===== config.mk =====
export PLATFORM = sky130hd
export DESIGN_NAME = dmem_port_arbiter_flat
export DESIGN_NICKNAME = d
export VERILOG_FILES = /design/src/rtl/dmem_port_arbiter_if.sv /design/src/rtl/dmem_port_arbiter.sv /design/src/flat_wrapper.sv
export SDC_FILE = /design/constraint.sdc
export NUM_CORES = 1
export LEC_CHECK = 0
export CAP_MARGIN = 20
export CORE_AREA = 2 2 105 107
export CTS_CLUSTER_DIAMETER = 100
export DETAILED_ROUTE_END_ITERATION = 7
export DIE_AREA = 0 0 107 109
export PLACE_DENSITY_LB_ADDON = 0.2
export RECOVER_POWER = 25
export SLEW_MARGIN = 20
export SYNTH_ARGS = -nofsm -noshare
export SYNTH_HDL_FRONTEND = slang
export SYNTH_SLANG_ARGS = --single-unit

===== constraint.sdc =====
create_clock -name clk -period 2.3 [get_ports clk]
set_input_delay 0.46 -clock clk [delete_from_list [all_inputs] [get_ports clk]]
set_output_delay 0.46 -clock clk [all_outputs]
set_load 0.02 [all_outputs]

===== src/rtl/dmem_port_arbiter_if.sv =====
// Bus bundle between the MEM stage, the DMA/loader, the data RAM and the arbiter.
// The arbiter uses the slave modport; the surrounding system uses master.
interface dmem_port_arbiter_if #(
  parameter int unsigned DEPTH = 32
);
  localparam int unsigned AW = $clog2(DEPTH);

  logic          core_req;
  logic          core_we;
  logic [31:0]   core_addr;
  logic [31:0]   core_wdata;
  logic          core_stall;
  logic          core_rvalid;
  logic [31:0]   core_rdata;

  logic          dma_req;
  logic          dma_we;
  logic [31:0]   dma_addr;
  logic [31:0]   dma_wdata;
  logic          dma_gnt;
  logic          dma_rvalid;
  logic [31:0]   dma_rdata;

  logic          mem_en;
  logic          mem_we;
  logic [AW-1:0] mem_addr;
  logic [31:0]   mem_wdata;
  logic [31:0]   mem_rdata;

  logic          addr_err;

  modport master (
    output core_req, core_we, core_addr, core_wdata,
    output dma_req, dma_we, dma_addr, dma_wdata,
    output mem_rdata,
    input  core_stall, core_rvalid, core_rdata,
    input  dma_gnt, dma_rvalid, dma_rdata,
    input  mem_en, mem_we, mem_addr, mem_wdata,
    input  addr_err
  );

  modport slave (
    input  core_req, core_we, core_addr, core_wdata,
    input  dma_req, dma_we, dma_addr, dma_wdata,
    input  mem_rdata,
    output core_stall, core_rvalid, core_rdata,
    output dma_gnt, dma_rvalid, dma_rdata,
    output mem_en, mem_we, mem_addr, mem_wdata,
    output addr_err
  );
endinterface


===== src/rtl/dmem_port_arbiter.sv =====
// Two-port arbiter in front of a single-port, 1-cycle-latency data RAM.
// Core has priority; a wait counter forces one DMA slot after MAX_WAIT denials.
module dmem_port_arbiter #(
  parameter int unsigned DEPTH    = 32,
  parameter int unsigned MAX_WAIT = 4
) (
  input logic                clk,
  input logic                reset,
  dmem_port_arbiter_if.slave bus
);
  localparam int unsigned AW = $clog2(DEPTH);
  localparam int unsigned WW = $clog2(MAX_WAIT + 1);
  localparam logic [WW-1:0] MaxWaitW = WW'(MAX_WAIT);
  localparam logic [29:0]   DepthW   = 30'(DEPTH);

  typedef enum logic [1:0] {RdNone, RdCore, RdDma} rd_owner_e;

  rd_owner_e     rd_owner_q, rd_owner_d;
  logic [WW-1:0] wait_cnt_q, wait_cnt_d;
  logic          addr_err_q, addr_err_d;

  logic          force_dma, dma_win, core_win, any_win, out_of_range;
  logic          sel_we;
  logic [31:0]   sel_addr, sel_wdata;
  logic          unused_addr_lsb;

  // Grants are held off combinationally while reset is asserted.
  always_comb begin
    force_dma    = bus.dma_req && (wait_cnt_q == MaxWaitW);
    dma_win      = reset && bus.dma_req && (force_dma || !bus.core_req);
    core_win     = reset && bus.core_req && !dma_win;
    any_win      = dma_win || core_win;
    sel_we       = dma_win ? bus.dma_we    : bus.core_we;
    sel_addr     = dma_win ? bus.dma_addr  : bus.core_addr;
    sel_wdata    = dma_win ? bus.dma_wdata : bus.core_wdata;
    out_of_range = sel_addr[31:2] >= DepthW;
  end

  assign unused_addr_lsb = ^sel_addr[1:0];

  assign bus.core_stall = bus.core_req && dma_win;
  assign bus.dma_gnt    = dma_win;
  assign bus.mem_en     = any_win && !out_of_range;
  assign bus.mem_we     = any_win && !out_of_range && sel_we;
  assign bus.mem_addr   = sel_addr[AW+1:2];
  assign bus.mem_wdata  = sel_wdata;

  always_comb begin
    wait_cnt_d = '0;
    if (bus.dma_req && !dma_win) begin
      wait_cnt_d = (wait_cnt_q == MaxWaitW) ? wait_cnt_q : wait_cnt_q + WW'(1);
    end
  end

  assign addr_err_d = any_win && out_of_range;

  // Read-return FSM: state register.
  always_ff @(posedge clk or negedge reset) begin
    if (!reset) begin
      rd_owner_q <= RdNone;
      wait_cnt_q <= '0;
      addr_err_q <= 1'b0;
    end else begin
      rd_owner_q <= rd_owner_d;
      wait_cnt_q <= wait_cnt_d;
      addr_err_q <= addr_err_d;
    end
  end

  // Read-return FSM: next state follows whichever read was granted this cycle.
  always_comb begin
    rd_owner_d = RdNone;
    if (dma_win && !bus.dma_we) begin
      rd_owner_d = RdDma;
    end else if (core_win && !bus.core_we) begin
      rd_owner_d = RdCore;
    end
  end

  // Read-return FSM: outputs. A range error returns zero data.
  always_comb begin
    bus.core_rvalid = 1'b0;
    bus.core_rdata  = '0;
    bus.dma_rvalid  = 1'b0;
    bus.dma_rdata   = '0;
    unique case (rd_owner_q)
      RdCore: begin
        bus.core_rvalid = 1'b1;
        bus.core_rdata  = addr_err_q ? '0 : bus.mem_rdata;
      end
      RdDma: begin
        bus.dma_rvalid = 1'b1;
        bus.dma_rdata  = addr_err_q ? '0 : bus.mem_rdata;
      end
      default: ;
    endcase
  end

  assign bus.addr_err = addr_err_q;
endmodule


===== src/flat_wrapper.sv =====
// flat-port wrapper written by rule: the top's interface ports become plain ports
module dmem_port_arbiter_flat 
#(
  parameter int unsigned DEPTH    = 32,
  parameter int unsigned MAX_WAIT = 4
)
  (clk, reset, bus_core_req, bus_core_we, bus_core_addr, bus_core_wdata, bus_dma_req, bus_dma_we, bus_dma_addr, bus_dma_wdata, bus_mem_rdata, bus_core_stall, bus_core_rvalid, bus_core_rdata, bus_dma_gnt, bus_dma_rvalid, bus_dma_rdata, bus_mem_en, bus_mem_we, bus_mem_addr, bus_mem_wdata, bus_addr_err);
  dmem_port_arbiter_if #(.DEPTH(DEPTH)) bus_i ();
  input logic clk;
  input logic reset;
  input wire logic [$bits(bus_i.core_req)-1:0] bus_core_req;
  input wire logic [$bits(bus_i.core_we)-1:0] bus_core_we;
  input wire logic [$bits(bus_i.core_addr)-1:0] bus_core_addr;
  input wire logic [$bits(bus_i.core_wdata)-1:0] bus_core_wdata;
  input wire logic [$bits(bus_i.dma_req)-1:0] bus_dma_req;
  input wire logic [$bits(bus_i.dma_we)-1:0] bus_dma_we;
  input wire logic [$bits(bus_i.dma_addr)-1:0] bus_dma_addr;
  input wire logic [$bits(bus_i.dma_wdata)-1:0] bus_dma_wdata;
  input wire logic [$bits(bus_i.mem_rdata)-1:0] bus_mem_rdata;
  output wire logic [$bits(bus_i.core_stall)-1:0] bus_core_stall;
  output wire logic [$bits(bus_i.core_rvalid)-1:0] bus_core_rvalid;
  output wire logic [$bits(bus_i.core_rdata)-1:0] bus_core_rdata;
  output wire logic [$bits(bus_i.dma_gnt)-1:0] bus_dma_gnt;
  output wire logic [$bits(bus_i.dma_rvalid)-1:0] bus_dma_rvalid;
  output wire logic [$bits(bus_i.dma_rdata)-1:0] bus_dma_rdata;
  output wire logic [$bits(bus_i.mem_en)-1:0] bus_mem_en;
  output wire logic [$bits(bus_i.mem_we)-1:0] bus_mem_we;
  output wire logic [$bits(bus_i.mem_addr)-1:0] bus_mem_addr;
  output wire logic [$bits(bus_i.mem_wdata)-1:0] bus_mem_wdata;
  output wire logic [$bits(bus_i.addr_err)-1:0] bus_addr_err;
  assign bus_i.core_req = bus_core_req;
  assign bus_i.core_we = bus_core_we;
  assign bus_i.core_addr = bus_core_addr;
  assign bus_i.core_wdata = bus_core_wdata;
  assign bus_i.dma_req = bus_dma_req;
  assign bus_i.dma_we = bus_dma_we;
  assign bus_i.dma_addr = bus_dma_addr;
  assign bus_i.dma_wdata = bus_dma_wdata;
  assign bus_i.mem_rdata = bus_mem_rdata;
  assign bus_core_stall = bus_i.core_stall;
  assign bus_core_rvalid = bus_i.core_rvalid;
  assign bus_core_rdata = bus_i.core_rdata;
  assign bus_dma_gnt = bus_i.dma_gnt;
  assign bus_dma_rvalid = bus_i.dma_rvalid;
  assign bus_dma_rdata = bus_i.dma_rdata;
  assign bus_mem_en = bus_i.mem_en;
  assign bus_mem_we = bus_i.mem_we;
  assign bus_mem_addr = bus_i.mem_addr;
  assign bus_mem_wdata = bus_i.mem_wdata;
  assign bus_addr_err = bus_i.addr_err;
  dmem_port_arbiter #(.DEPTH(DEPTH), .MAX_WAIT(MAX_WAIT)) u_core (.clk(clk), .reset(reset), .bus(bus_i));
endmodule

=== After elaboration in Yosys (flattened, before gate mapping) ===
Index checks and enable logic that the tools add are counted.

* Bits in registers: 6
* Bits of input ports: 166
* Output and inout port bits: 108
* Word-level logic and storage cells: 40

* Add/sub/neg operators: 1
* Magnitude comparators: 1
* Eq/ne operators: 4
* Mux-type cells: 12
* Reductions and logical operators: 19

{| class="wikitable"
|+ Operators by type and width
! operator !! number
|-
| two-way mux 32 bit || 5
|-
| greater-or-equal comparator 30 x 6 -> 1 bit, second input constant || 1
|-
| logical AND 1 bit || 12
|-
| two-way mux 3 bit || 2
|-
| logical NOT 1 bit || 5
|-
| two-way mux 1 bit || 4
|-
| adder 3 x 1 -> 3 bit, second input constant || 1
|-
| equality test 3 bit, second input constant || 1
|-
| equality test 2 x 1 -> 1 bit, second input constant || 1
|-
| equality test 2 bit, second input constant || 1
|-
| logical OR 1 bit || 2
|-
| two-way mux 2 bit || 1
|-
| inequality test 2 bit, second input constant || 1
|}

=== Longest topological paths before layout ===
Gate-level depths: netlist (run 1).

* Word-level depth: 9
* Depth in mapped cells: 9
* Mapped depth without buffers: 7

=== Least setup slack after synthesis (run 1) ===
No wires, ideal clock.

* Path kind: reg-to-output
* Start: register u_core.wait_cnt_q[0]
* End: output bus_mem_we
* Arrival: 1.522 ns
* Data required time: 1.840 ns
* Slack: 0.318 ns
* Stages on the path, launching flop included: 9
* Path buffers: 2
* Cell sequence: dfrtp_1 inv_1 ha_1 nand2_2 a21o_1 buf_6 buf_6 nand4_1 a21oi_1

* Word-level cells in the longest chain between the ends: 9
* Elaborated cells between the ends (all ways): 13
* Classes of those cells: 1 x order compare; 1 x eq/ne; 2 x mux; 9 x reduce/logical

{| class="wikitable"
|+ RTL lines
! item !! line !! RTL
|-
| start, declared || dmem_port_arbiter.sv:19 || <nowiki>logic [WW-1:0] wait_cnt_q, wait_cnt_d;</nowiki>
|-
| start signal, assigned || dmem_port_arbiter.sv:65 || <nowiki>wait_cnt_q <= wait_cnt_d;</nowiki>
|-
| equality test 3 bit (*) || dmem_port_arbiter.sv:29 || <nowiki>force_dma = bus.dma_req && (wait_cnt_q == MaxWaitW);</nowiki>
|-
| logical AND 1 bit (*) || dmem_port_arbiter.sv:29 ||
|-
| logical OR 1 bit (*) || dmem_port_arbiter.sv:30 || <nowiki>dma_win = reset && bus.dma_req && (force_dma || !bus.core_req);</nowiki>
|-
| logical AND 1 bit (*) || dmem_port_arbiter.sv:30 ||
|-
| two-way mux 32 bit / logical NOT 1 bit (equally long branches) || dmem_port_arbiter.sv:34, dmem_port_arbiter.sv:31 ||
|-
| greater-or-equal comparator 30 x 6 -> 1 bit / logical AND 1 bit (equally long branches) || dmem_port_arbiter.sv:36, dmem_port_arbiter.sv:31 ||
|-
| logical NOT 1 bit / logical OR 1 bit (equally long branches) || dmem_port_arbiter.sv:44, dmem_port_arbiter.sv:32 ||
|-
| logical AND 1 bit || dmem_port_arbiter.sv:44 || <nowiki>assign bus.mem_we = any_win && !out_of_range && sel_we;</nowiki>
|-
| logical AND 1 bit (*) || dmem_port_arbiter.sv:44 ||
|-
| end, declared || flat_wrapper.sv:27 || <nowiki>output wire logic [$bits(bus_i.mem_we)-1:0] bus_mem_we;</nowiki>
|}

Mark *: on every way between the ends. The rest lies on a longest branch, timed or not.

=== Worst setup path in the final report (run 1) ===
* Start: input bus_dma_addr[14]
* End: output bus_mem_en

* Word-level cells in the longest chain between the ends: 4

{| class="wikitable"
|+ RTL lines
! item !! line !! RTL
|-
| start, declared || flat_wrapper.sv:17 || <nowiki>input wire logic [$bits(bus_i.dma_addr)-1:0] bus_dma_addr;</nowiki>
|-
| two-way mux 32 bit || dmem_port_arbiter.sv:34 || <nowiki>sel_addr = dma_win ? bus.dma_addr : bus.core_addr;</nowiki>
|-
| greater-or-equal comparator 30 x 6 -> 1 bit || dmem_port_arbiter.sv:36 || <nowiki>out_of_range = sel_addr[31:2] >= DepthW;</nowiki>
|-
| logical NOT 1 bit || dmem_port_arbiter.sv:43 || <nowiki>assign bus.mem_en = any_win && !out_of_range;</nowiki>
|-
| logical AND 1 bit || dmem_port_arbiter.sv:43 ||
|-
| end, declared || flat_wrapper.sv:26 || <nowiki>output wire logic [$bits(bus_i.mem_en)-1:0] bus_mem_en;</nowiki>
|}

Every way passes these cells.

==> impl_metrics.tcl, run 1 <==
set metrics [dict create \
    layout_common_cells "201 x clkdlybuf4s50_1, 114 x nand2_1, 70 x nor2_1" \
    syn_nets 453 \
    postSynthCellCount 285 \
    clock_sinks 6 \
    drive_above_1_share 0.132 \
    max-slew-margin-rel 0.714 \
    ir_worst_vdd_v 0.000102 \
    wl_met2_um 4900 \
    end_kind "primary output" \
    worstPathRequired_ps 1840 \
    port_buffers 269 \
    status "finished, final reports clean" \
    power_switching_mw 0.334 \
    cp_slowest_cell "clkdlybuf4s50_1" \
    min-delay-path-class "in2async" \
    power.share.clock 0.157 \
    place_congestion 0.742 \
    die_h_um 109 \
    wl_per_cell_um 12.6 \
    m1WireLength_um 2810 \
    grt_pass1_vias 2694 \
    tns_ps 0 \
    grt_max_degree 34 \
    drtIter0Drc 130 \
    synth_cell_types 24 \
    final_area_um2 4370 \
    layout_commonest_cell "clkdlybuf4s50_1" \
    drv_cap 0 \
    path_clk_slew_ps 30 \
    vias_per_cell 4.03 \
    die_area_um2 11700 \
    critPathKind "in2out" \
    synth_top_family_by_area "simple AND/OR/NAND/NOR gates" \
    min_period_ps 2260 \
    drt-total-wl_um 8820 \
    area_growth_pct 202 \
    timing.fmax_mhz 443 \
    cp_num_buf_inv 2 \
    yosys_warnings 0 \
    htreeDepth 1 \
    first_pass_iters 4 \
    p_int_mw 0.628 \
    skew_ps 0.498 \
    crit_chain "clkdlybuf4s50_1 -> nor4_1 -> and4_2 -> nand3_1 -> a21oi_1 -> buf_4" \
    io_pins 274 \
    setup-violations-final 0 \
    layout_worst_path_cycle_share 0.982 \
    grt_usage 0.134 \
    grt_pass1_wl_um 12700 \
    powerDensity_nw_per_um2 220 \
    clockRootBuffer "clkbuf_8" \
    route.detailed.drc 0 \
    crit_arrival_ps 1800 \
    synth-simple-area-share 0.747 \
    synth-seq-cells 6 \
    p_sw_frac 0.347 \
    clock_latency_ps 220 \
    worstPathMaxFanout 2 \
    nets 729 \
    vias 2816 \
    synthAdderAreaFrac 0.0173 \
    path_delay_family "simple AND/OR/NAND/NOR gates" \
    synth_area_um2 1450 \
    met3_length_um 938 \
    power.total_mw 0.963 \
    hold_violations 0 \
    tightest_slew_ps 425 \
    core-area_um2 10600 \
    num_rows 38 \
    multiInputGateArea_um2 1180 \
    diodes 0 \
    synth-compound-area-share 0.0190 \
    drt.antenna.violating_nets 0 \
    synth_mux_area_frac 0 \
    top_layer "met4" \
    cts_tree "built" \
    power_frac_comb 0.721 \
    syn-mean-instance-area_um2 5.08 \
    p_seq_frac 0.123 \
    seq_area_um2 150 \
    leakagePower_nw 2.04 \
    fillerInstances 1141 \
    place_hpwl_um 7550 \
    grt_overflow 0 \
    place_area_um2 4400 \
    yosysSeqAreaShare 0.104 \
    clockBufferDepth 2 \
    antenna_found_initial 0 \
    die_w_um 107 \
    cts_buffers 3 \
    synthXorXnorAreaFrac 0.00606 \
    slew_violations 0 \
    cp-start-kind "primary input" \
    initial_core_util 0.136 \
    max_stage_delay_ps 400 \
]
metrics by stage:
stage	util	hold slack (ps)	worst slack [ps]	cells
final	0.412	289	41.6	699
after global routing	0.412	295	-44.7	699
after CTS	0.408	293	6.63	699
after detailed placement	0.415	632	-508	693
after global placement	0.415	620	-514	693
after floorplan	-	164	318	285
power by group through the flow:
| stage | Clock, mW | Combinational [mW] | Sequential, mW |
|---|---|---|---|
| after floorplan | 0 | 0.252 | 0.122 |
| after global placement | 0 | 0.735 | 0.119 |
| after detailed placement | 0 | 0.741 | 0.119 |
| after CTS | 0.156 | 0.702 | 0.118 |
| after global routing | 0.166 | 0.753 | 0.119 |
| final | 0.151 | 0.694 | 0.118 |
worst paths after layout:
path | start | end | slack [ps] | cells after the start
worst max-delay path | bus_dma_addr[14] | bus_mem_en | 40 | 6
worst min-delay path | reset | u_core.wait_cnt_q[1]$_DFFE_PN0P_ | 290 | 2
worst max register to register | u_core.wait_cnt_q[1]$_DFFE_PN0P_ | u_core.wait_cnt_q[2]$_DFFE_PN0P_ | 700 | 9
worst min register to register | u_core.wait_cnt_q[0]$_DFFE_PN0P_ | u_core.wait_cnt_q[0]$_DFFE_PN0P_ | 640 | 3
max in group asynchronous | reset | u_core.bus.addr_err$_DFF_PN0_ | 1890 | 2
min in group clk | u_core.wait_cnt_q[0]$_DFFE_PN0P_ | u_core.wait_cnt_q[0]$_DFFE_PN0P_ | 640 | 3
flip-flops by register name, summed over array words and instances, names as in the netlist:
name and cells:
u_core.wait_cnt_q 3, u_core.bus.addr_err 1, u_core.rd_owner_q 2
cell families after synthesis:
logic type / Yosys count
AND/OR/NAND/NOR: 246
buffers and inverters: 25
flip-flops: 6
AO/OA/AOI/OAI: 5
adder cells (fa/ha/maj): 2
XOR/XNOR: 1
what timing repair did:
action / CTS / global route
gates cloned: 2 / 0
pin swaps: 7 / 15
hold buffers: 0 / 0
endpoints found under the setup margin: 41 / 43
buffers inserted: 1 / 0
gates resized for setup: 170 / 36
per-layer routing:
metal | GRT usage | vias to the layer above
met2 | 0.289 | 162
met4 | 0.0325 | 0
met3 | 0.0359 | 8
li1 | - | 1430
met1 | 0.121 | 1216
met5 | 0 | -
synth_stat cells:
cell	n	area, um^2
nand2_1	115	432
a21oi_1	3	15.0
buf_6	6	67.6
nor4_1	10	62.6
a21o_1	1	7.51
nand2b_1	34	213
nor2_1	70	263
nand4_1	2	12.5
o21ai_0	1	5.00
buf_2	3	15.0
xnor2_1	1	8.76
and4_1	2	17.5
nor3_2	1	10.0
and3b_1	1	8.76
and3_1	2	12.5
clkinv_8	1	16.3
ha_1	2	25.0
nor3_1	3	15.0
nand2_2	2	12.5
nand3_1	3	15.0
clkbuf_1	11	41.3
and2_1	1	6.26
dfrtp_1	6	150
inv_1	4	15.0
final cells by class:
| class | count | share of cell area |
|---|---|---|
| inverters | 5 | 0.00716 |
| flip-flops and latches | 6 | 0.0344 |
| well taps | 140 | 0.0401 |
| clock buffers | 3 | 0.00946 |
| multi-input cells | 254 | 0.270 |
| repair inverters | 1 | 0.00201 |
| repair buffers | 290 | 0.637 |
worst reg2reg max path, stage by stage (launching register included):
cell	delay (ps)
dfrtp_1	360
inv_1	100
ha_4	150
nand2_2	70
a21o_4	220
buf_12	140
buf_4	140
buf_4	130
nand2_1	110
nor3_1	70
Power figures use the tool's default switching activity.
==> inputs of run 2 (changes only) <==
==> constraint.sdc (replaced) <==
create_clock -name clk -period 2.3 [get_ports clk]
set_input_delay 0.46 -clock clk [delete_from_list [all_inputs] [get_ports clk]]
set_output_delay 0.46 -clock clk [all_outputs]
set_load 0.005 [all_outputs]
==> impl_metrics.tcl, run 2 (synthesis gave the netlist of run 1 again) <==
set metrics [dict create \
    die_area_um2 11700 \
    max-slew-margin-rel 0.734 \
    ir_worst_vdd_v 0.000102 \
    place_area_um2 4410 \
    max_stage_delay_ps 420 \
    worstPathRequired_ps 1840 \
    vias 2829 \
    cp_slowest_cell "clkdlybuf4s50_1" \
    layout_common_cells "221 x clkdlybuf4s50_1, 111 x nand2_1, 70 x nor2_1" \
    postCtsHoldBufs 0 \
    diodes 0 \
    r2r_slack_ps 750 \
    drt.antenna.violating_nets 0 \
    hold_violations 0 \
    crit_arrival_ps 1820 \
    wl_per_cell_um 12.3 \
    skew_ps 0.330 \
    powerDensity_nw_per_um2 205 \
    drive_above_1_share 0.154 \
    regMostFlops "u_core.wait_cnt_q" \
    slew_violations 0 \
    setup-violations-final 0 \
    grt_max_degree 34 \
    leakagePower_nw 1.98 \
    place_congestion 0.799 \
    drv_cap 0 \
    utilization 0.418 \
    num_rows 38 \
    cp-start-kind "primary input" \
    status "finished, final reports clean" \
    cts_tree "built" \
    grt_pass1_vias 2690 \
    crit_path_start "bus_dma_addr[13]" \
    largest_reg_flops 3 \
    grt_pass1_wl_um 12700 \
    tightest_slew_ps 395 \
    route.detailed.drc 0 \
    grt_overflow 0 \
    clock_sinks 6 \
    timing.fmax_mhz 439 \
    clockBufferDepth 2 \
    min_period_ps 2280 \
    drt-total-wl_um 8700 \
    timing.rr.start "u_core.wait_cnt_q[0]$_DFFE_PN0P_" \
    grt_usage 0.134 \
    initial_core_util 0.136 \
    vias_per_cell 4.01 \
    min-delay-path-class "in2async" \
    crit_chain "clkdlybuf4s50_1 -> nor4_1 -> and4_2 -> nand4_1 -> a21oi_1 -> buf_2" \
    first_pass_iters 4 \
    core-area_um2 10600 \
    clockRootBuffer "clkbuf_8" \
    place_hpwl_um 7390 \
    drtIter0Drc 182 \
    die_w_um 107 \
    antenna_found_initial 0 \
    layout_commonest_cell "clkdlybuf4s50_1" \
    end_kind "primary output" \
    htreeDepth 1 \
    die_h_um 109 \
    nets 735 \
    cts_buffers 3 \
    area_growth_pct 207 \
    final_area_um2 4440 \
    layout_worst_path_cycle_share 0.990 \
    clock_latency_ps 220 \
    io_pins 274 \
    path_clk_slew_ps 30 \
    path_delay_family "simple AND/OR/NAND/NOR gates" \
    worstPathMaxFanout 2 \
    rsz0062_at_grt "true" \
    critPathKind "in2out" \
    cp_num_buf_inv 2 \
    port_buffers 269 \
]
[run 2: cell count changes in the layout (fill, tap and decap cells not counted), moves of 3 or more]
cell / previous run / this run
buf_2: 33 / 13
nand2_1: 114 / 111
clkdlybuf4s50_1: 201 / 221
dlymetal6s2s_1: 17 / 4
buf_6: 2 / 5
clkbuf_2: 1 / 26
clkbuf_1: 4 / 0
[run 2: final cells by class]
cell class / count / area (um^2)
fillers: 1121 / 6170
repair buffers: 297 / 2850
multi-input cells: 254 / 1190
well taps: 140 / 175
flip-flops and latches: 6 / 150
clock buffers: 3 / 41.3
inverters: 5 / 31.3
[run 2: worst paths after layout]
| path | end | cells after the start |
|---|---|---|
| min reg2reg | u_core.wait_cnt_q[2]$_DFFE_PN0P_ | 2 |
| max | bus_mem_we | 6 |
| min | u_core.wait_cnt_q[2]$_DFFE_PN0P_ | 2 |
| max in group asynchronous | u_core.wait_cnt_q[0]$_DFFE_PN0P_ | 2 |
| min in group clk | u_core.wait_cnt_q[2]$_DFFE_PN0P_ | 2 |
| max reg2reg | u_core.bus.addr_err$_DFF_PN0_ | 9 |
[run 2: power by group]
part	total [mW]	internal, mW	switching, mW	leakage, nW
Combinational	0.635	0.423	0.212	1.88
Sequential	0.120	0.114	0.00603	0.0793
Clock	0.154	0.112	0.0420	0.0216
Total	0.909	0.649	0.260	1.98
[run 2: metal layers]
layer  share of wire  track usage
met1            0.32        0.126
met4           0.011       0.0297
met5               0            0
met2            0.56        0.283
met3            0.11       0.0347
[run 2: through the flow]
step	total power [mW]	TNS (ps)	cells	setup WS (ps)	hold slack, ps
global placement	0.770	-13140	693	-441	587
detailed placement	0.776	-12880	693	-405	600
finish	0.909	0	705	23.4	287
global route	0.984	-76.3	705	-28.8	291
CTS	0.934	-81.7	704	-81.7	287
floorplan	0.289	0	285	528	164
[run 2: what timing repair did]
action	CTS	global route
gates resized for setup	117	50
hold endpoints to repair	0	0
setup endpoints to repair	41	36
cloned	2	0
pin swaps	5	15
setup buffers	6	1
==> inputs of run 3 (changes only) <==
--- a/config.mk
+++ b/config.mk
@@ -5,6 +5,7 @@
 export SDC_FILE = /design/constraint.sdc
 export NUM_CORES = 1
 export LEC_CHECK = 0
+export ABC_CLOCK_PERIOD_IN_PS = 2300
 export CAP_MARGIN = 20
 export CORE_AREA = 2 2 105 107
 export CTS_CLUSTER_DIAMETER = 100
==> constraint.sdc (replaced) <==
create_clock -name clk -period 2.3 [get_ports clk]
set_input_delay 0.575 -clock clk [delete_from_list [all_inputs] [get_ports clk]]
set_output_delay 0.575 -clock clk [all_outputs]
set_load 0.005 [all_outputs]
==> impl_metrics.tcl, run 3 (synthesis gave the netlist of run 1 again) <==
set metrics [dict create \
    status "complete, but fails checks" \
    violations "negative setup slack" \
    end_kind "primary output" \
    crit_arrival_ps 1830 \
    regMostFlops "u_core.wait_cnt_q" \
    tns_ps -887 \
    power.share.clock 0.174 \
    timing.fmax_mhz 416 \
    setup-violations-final 22 \
    antenna_found_initial 0 \
    diodes 0 \
    place_area_um2 4400 \
    wl_per_cell_um 12.6 \
    drive_above_1_share 0.159 \
    ir_worst_vdd_v 0.0000977 \
    vias 2853 \
    place_hpwl_um 7490 \
    die_h_um 109 \
    place_congestion 0.739 \
    skew_ps 0.306 \
    initial_core_util 0.136 \
    fin_cells 707 \
    cp_slowest_cell "clkdlybuf4s50_1" \
    met2_usage 0.278 \
    largest_reg_flops 3 \
    cts_buffers 3 \
    grt_usage 0.133 \
    tightest_slew_ps 421 \
    critPathKind "in2out" \
    cp-start-kind "primary input" \
    first_pass_iters 3 \
    min_period_ps 2400 \
    route.detailed.drc 0 \
    clock_latency_ps 220 \
    cts_tree "built" \
    drt-total-wl_um 8880 \
    io_pins 274 \
    nets 737 \
    setup_ws_ps -101 \
    dp.cells 694 \
    layout_commonest_cell "clkdlybuf4s50_1" \
    postCtsHoldBufs 0 \
    power_switching_mw 0.259 \
    clockBufferDepth 2 \
    final_area_um2 4540 \
    htreeDepth 1 \
    powerDensity_nw_per_um2 195 \
    die_w_um 107 \
    drtIter0Drc 134 \
    max_stage_delay_ps 390 \
    worstPathMaxFanout 2 \
    grt_overflow 0 \
    grt-busiest-layer "met2" \
    grt_pass1_vias 2685 \
    area_growth_pct 214 \
    leakagePower_nw 2.95 \
    die_area_um2 11700 \
    clockRootBuffer "clkbuf_8" \
    crit_chain "clkdlybuf4s50_1 -> nor4_1 -> and4_1 -> nand4_1 -> a21oi_1 -> buf_2" \
    layout_common_cells "133 x clkdlybuf4s50_1, 107 x nand2_1, 68 x nor2_1" \
    rsz0062_at_grt "true" \
    grt_max_degree 34 \
    p_seq_frac 0.135 \
    slew_violations 0 \
    grt_pass1_wl_um 12600 \
    clock_sinks 6 \
    hold_violations 0 \
    grtUsageMet3 0.0365 \
    power_frac_comb 0.692 \
    vias_per_cell 4.04 \
    num_rows 38 \
    pre_cts_slack_ps -666 \
    p_int_mw 0.626 \
    holdWs_ps 447 \
    path_clk_slew_ps 30 \
    min-delay-path-class "in2async" \
    drv_cap 0 \
    core-area_um2 10600 \
    use_met1 0.121 \
    port_buffers 269 \
    p_sw_frac 0.293 \
    max-slew-margin-rel 0.717 \
    drt.antenna.violating_nets 0 \
    worstPathRequired_ps 1730 \
    layout_worst_path_cycle_share 1.04 \
]
[run 3: changes by cell type in the layout (fill, tap and decap cells not counted), sizes merged]
cell / before / now
clkdlybuf4s50: 221 / 133
dlygate4sd2: 4 / 53
dlymetal6s2s: 4 / 50
clkbuf: 29 / 3
buf: 41 / 60
bufbuf: 0 / 1
clkdlybuf4s25: 0 / 1
[run 3: final timing paths]
kind	startpoint	cells after the start	end	slack, ps
setup / recovery	bus_core_addr[13]	6	bus_mem_we	-100
hold / removal	reset	2	u_core.wait_cnt_q[2]$_DFFE_PN0P_	450
setup reg to reg	u_core.wait_cnt_q[0]$_DFFE_PN0P_	10	u_core.rd_owner_q[0]$_DFF_PN0_	680
hold reg to reg	u_core.wait_cnt_q[0]$_DFFE_PN0P_	3	u_core.wait_cnt_q[0]$_DFFE_PN0P_	650
max in group asynchronous	reset	2	u_core.rd_owner_q[1]$_DFF_PN0_	1730
min in group clk	u_core.wait_cnt_q[0]$_DFFE_PN0P_	3	u_core.wait_cnt_q[0]$_DFFE_PN0P_	650
[run 3: power by group through the flow]
| stage | sequential (mW) | clock [mW] | combinational (mW) |
|---|---|---|---|
| floorplan | 0.121 | 0 | 0.168 |
| global placement | 0.119 | 0 | 0.650 |
| detailed placement | 0.119 | 0 | 0.655 |
| CTS | 0.118 | 0.159 | 0.610 |
| global route | 0.119 | 0.172 | 0.670 |
| finish | 0.119 | 0.154 | 0.612 |
[run 3: critical path: cells and delay by family]
kind	cells	cell delay, ps
AND/OR/NAND/NOR	3	580
buffers and inverters	2	540
AO/OA/AOI/OAI	1	130
[run 3: per-stage QoR]
step,power (mW),utilization
CTS,0.886,0.410
global route,0.961,0.428
global placement,0.769,0.415
floorplan,0.289,-
detailed placement,0.774,0.415
finish,0.884,0.428
[run 3: layer usage]
metal  vias up  share of wire
met5         -              0
met4         0          0.019
met3        13           0.10
met2       167           0.54
met1      1231           0.33
li1       1442              -
[run 3: cell type report]
cell class | instances | area [um^2]
clock buffer | 3 | 41.3
multi-input combinational | 254 | 1230
timing repair buffer | 299 | 2910
tap | 140 | 175
inverter | 5 | 31.3
fill | 1089 | 6060
sequential | 6 | 150
[run 3: repair_timing]
item / 4_1_cts / 5_1_grt
gates cloned: 1 / 0
hold endpoints to repair: 0 / 0
pin swaps: 29 / 14
setup buffers: 6 / 5
gates resized for setup: 196 / 69
endpoints found under the setup margin: 56 / 88
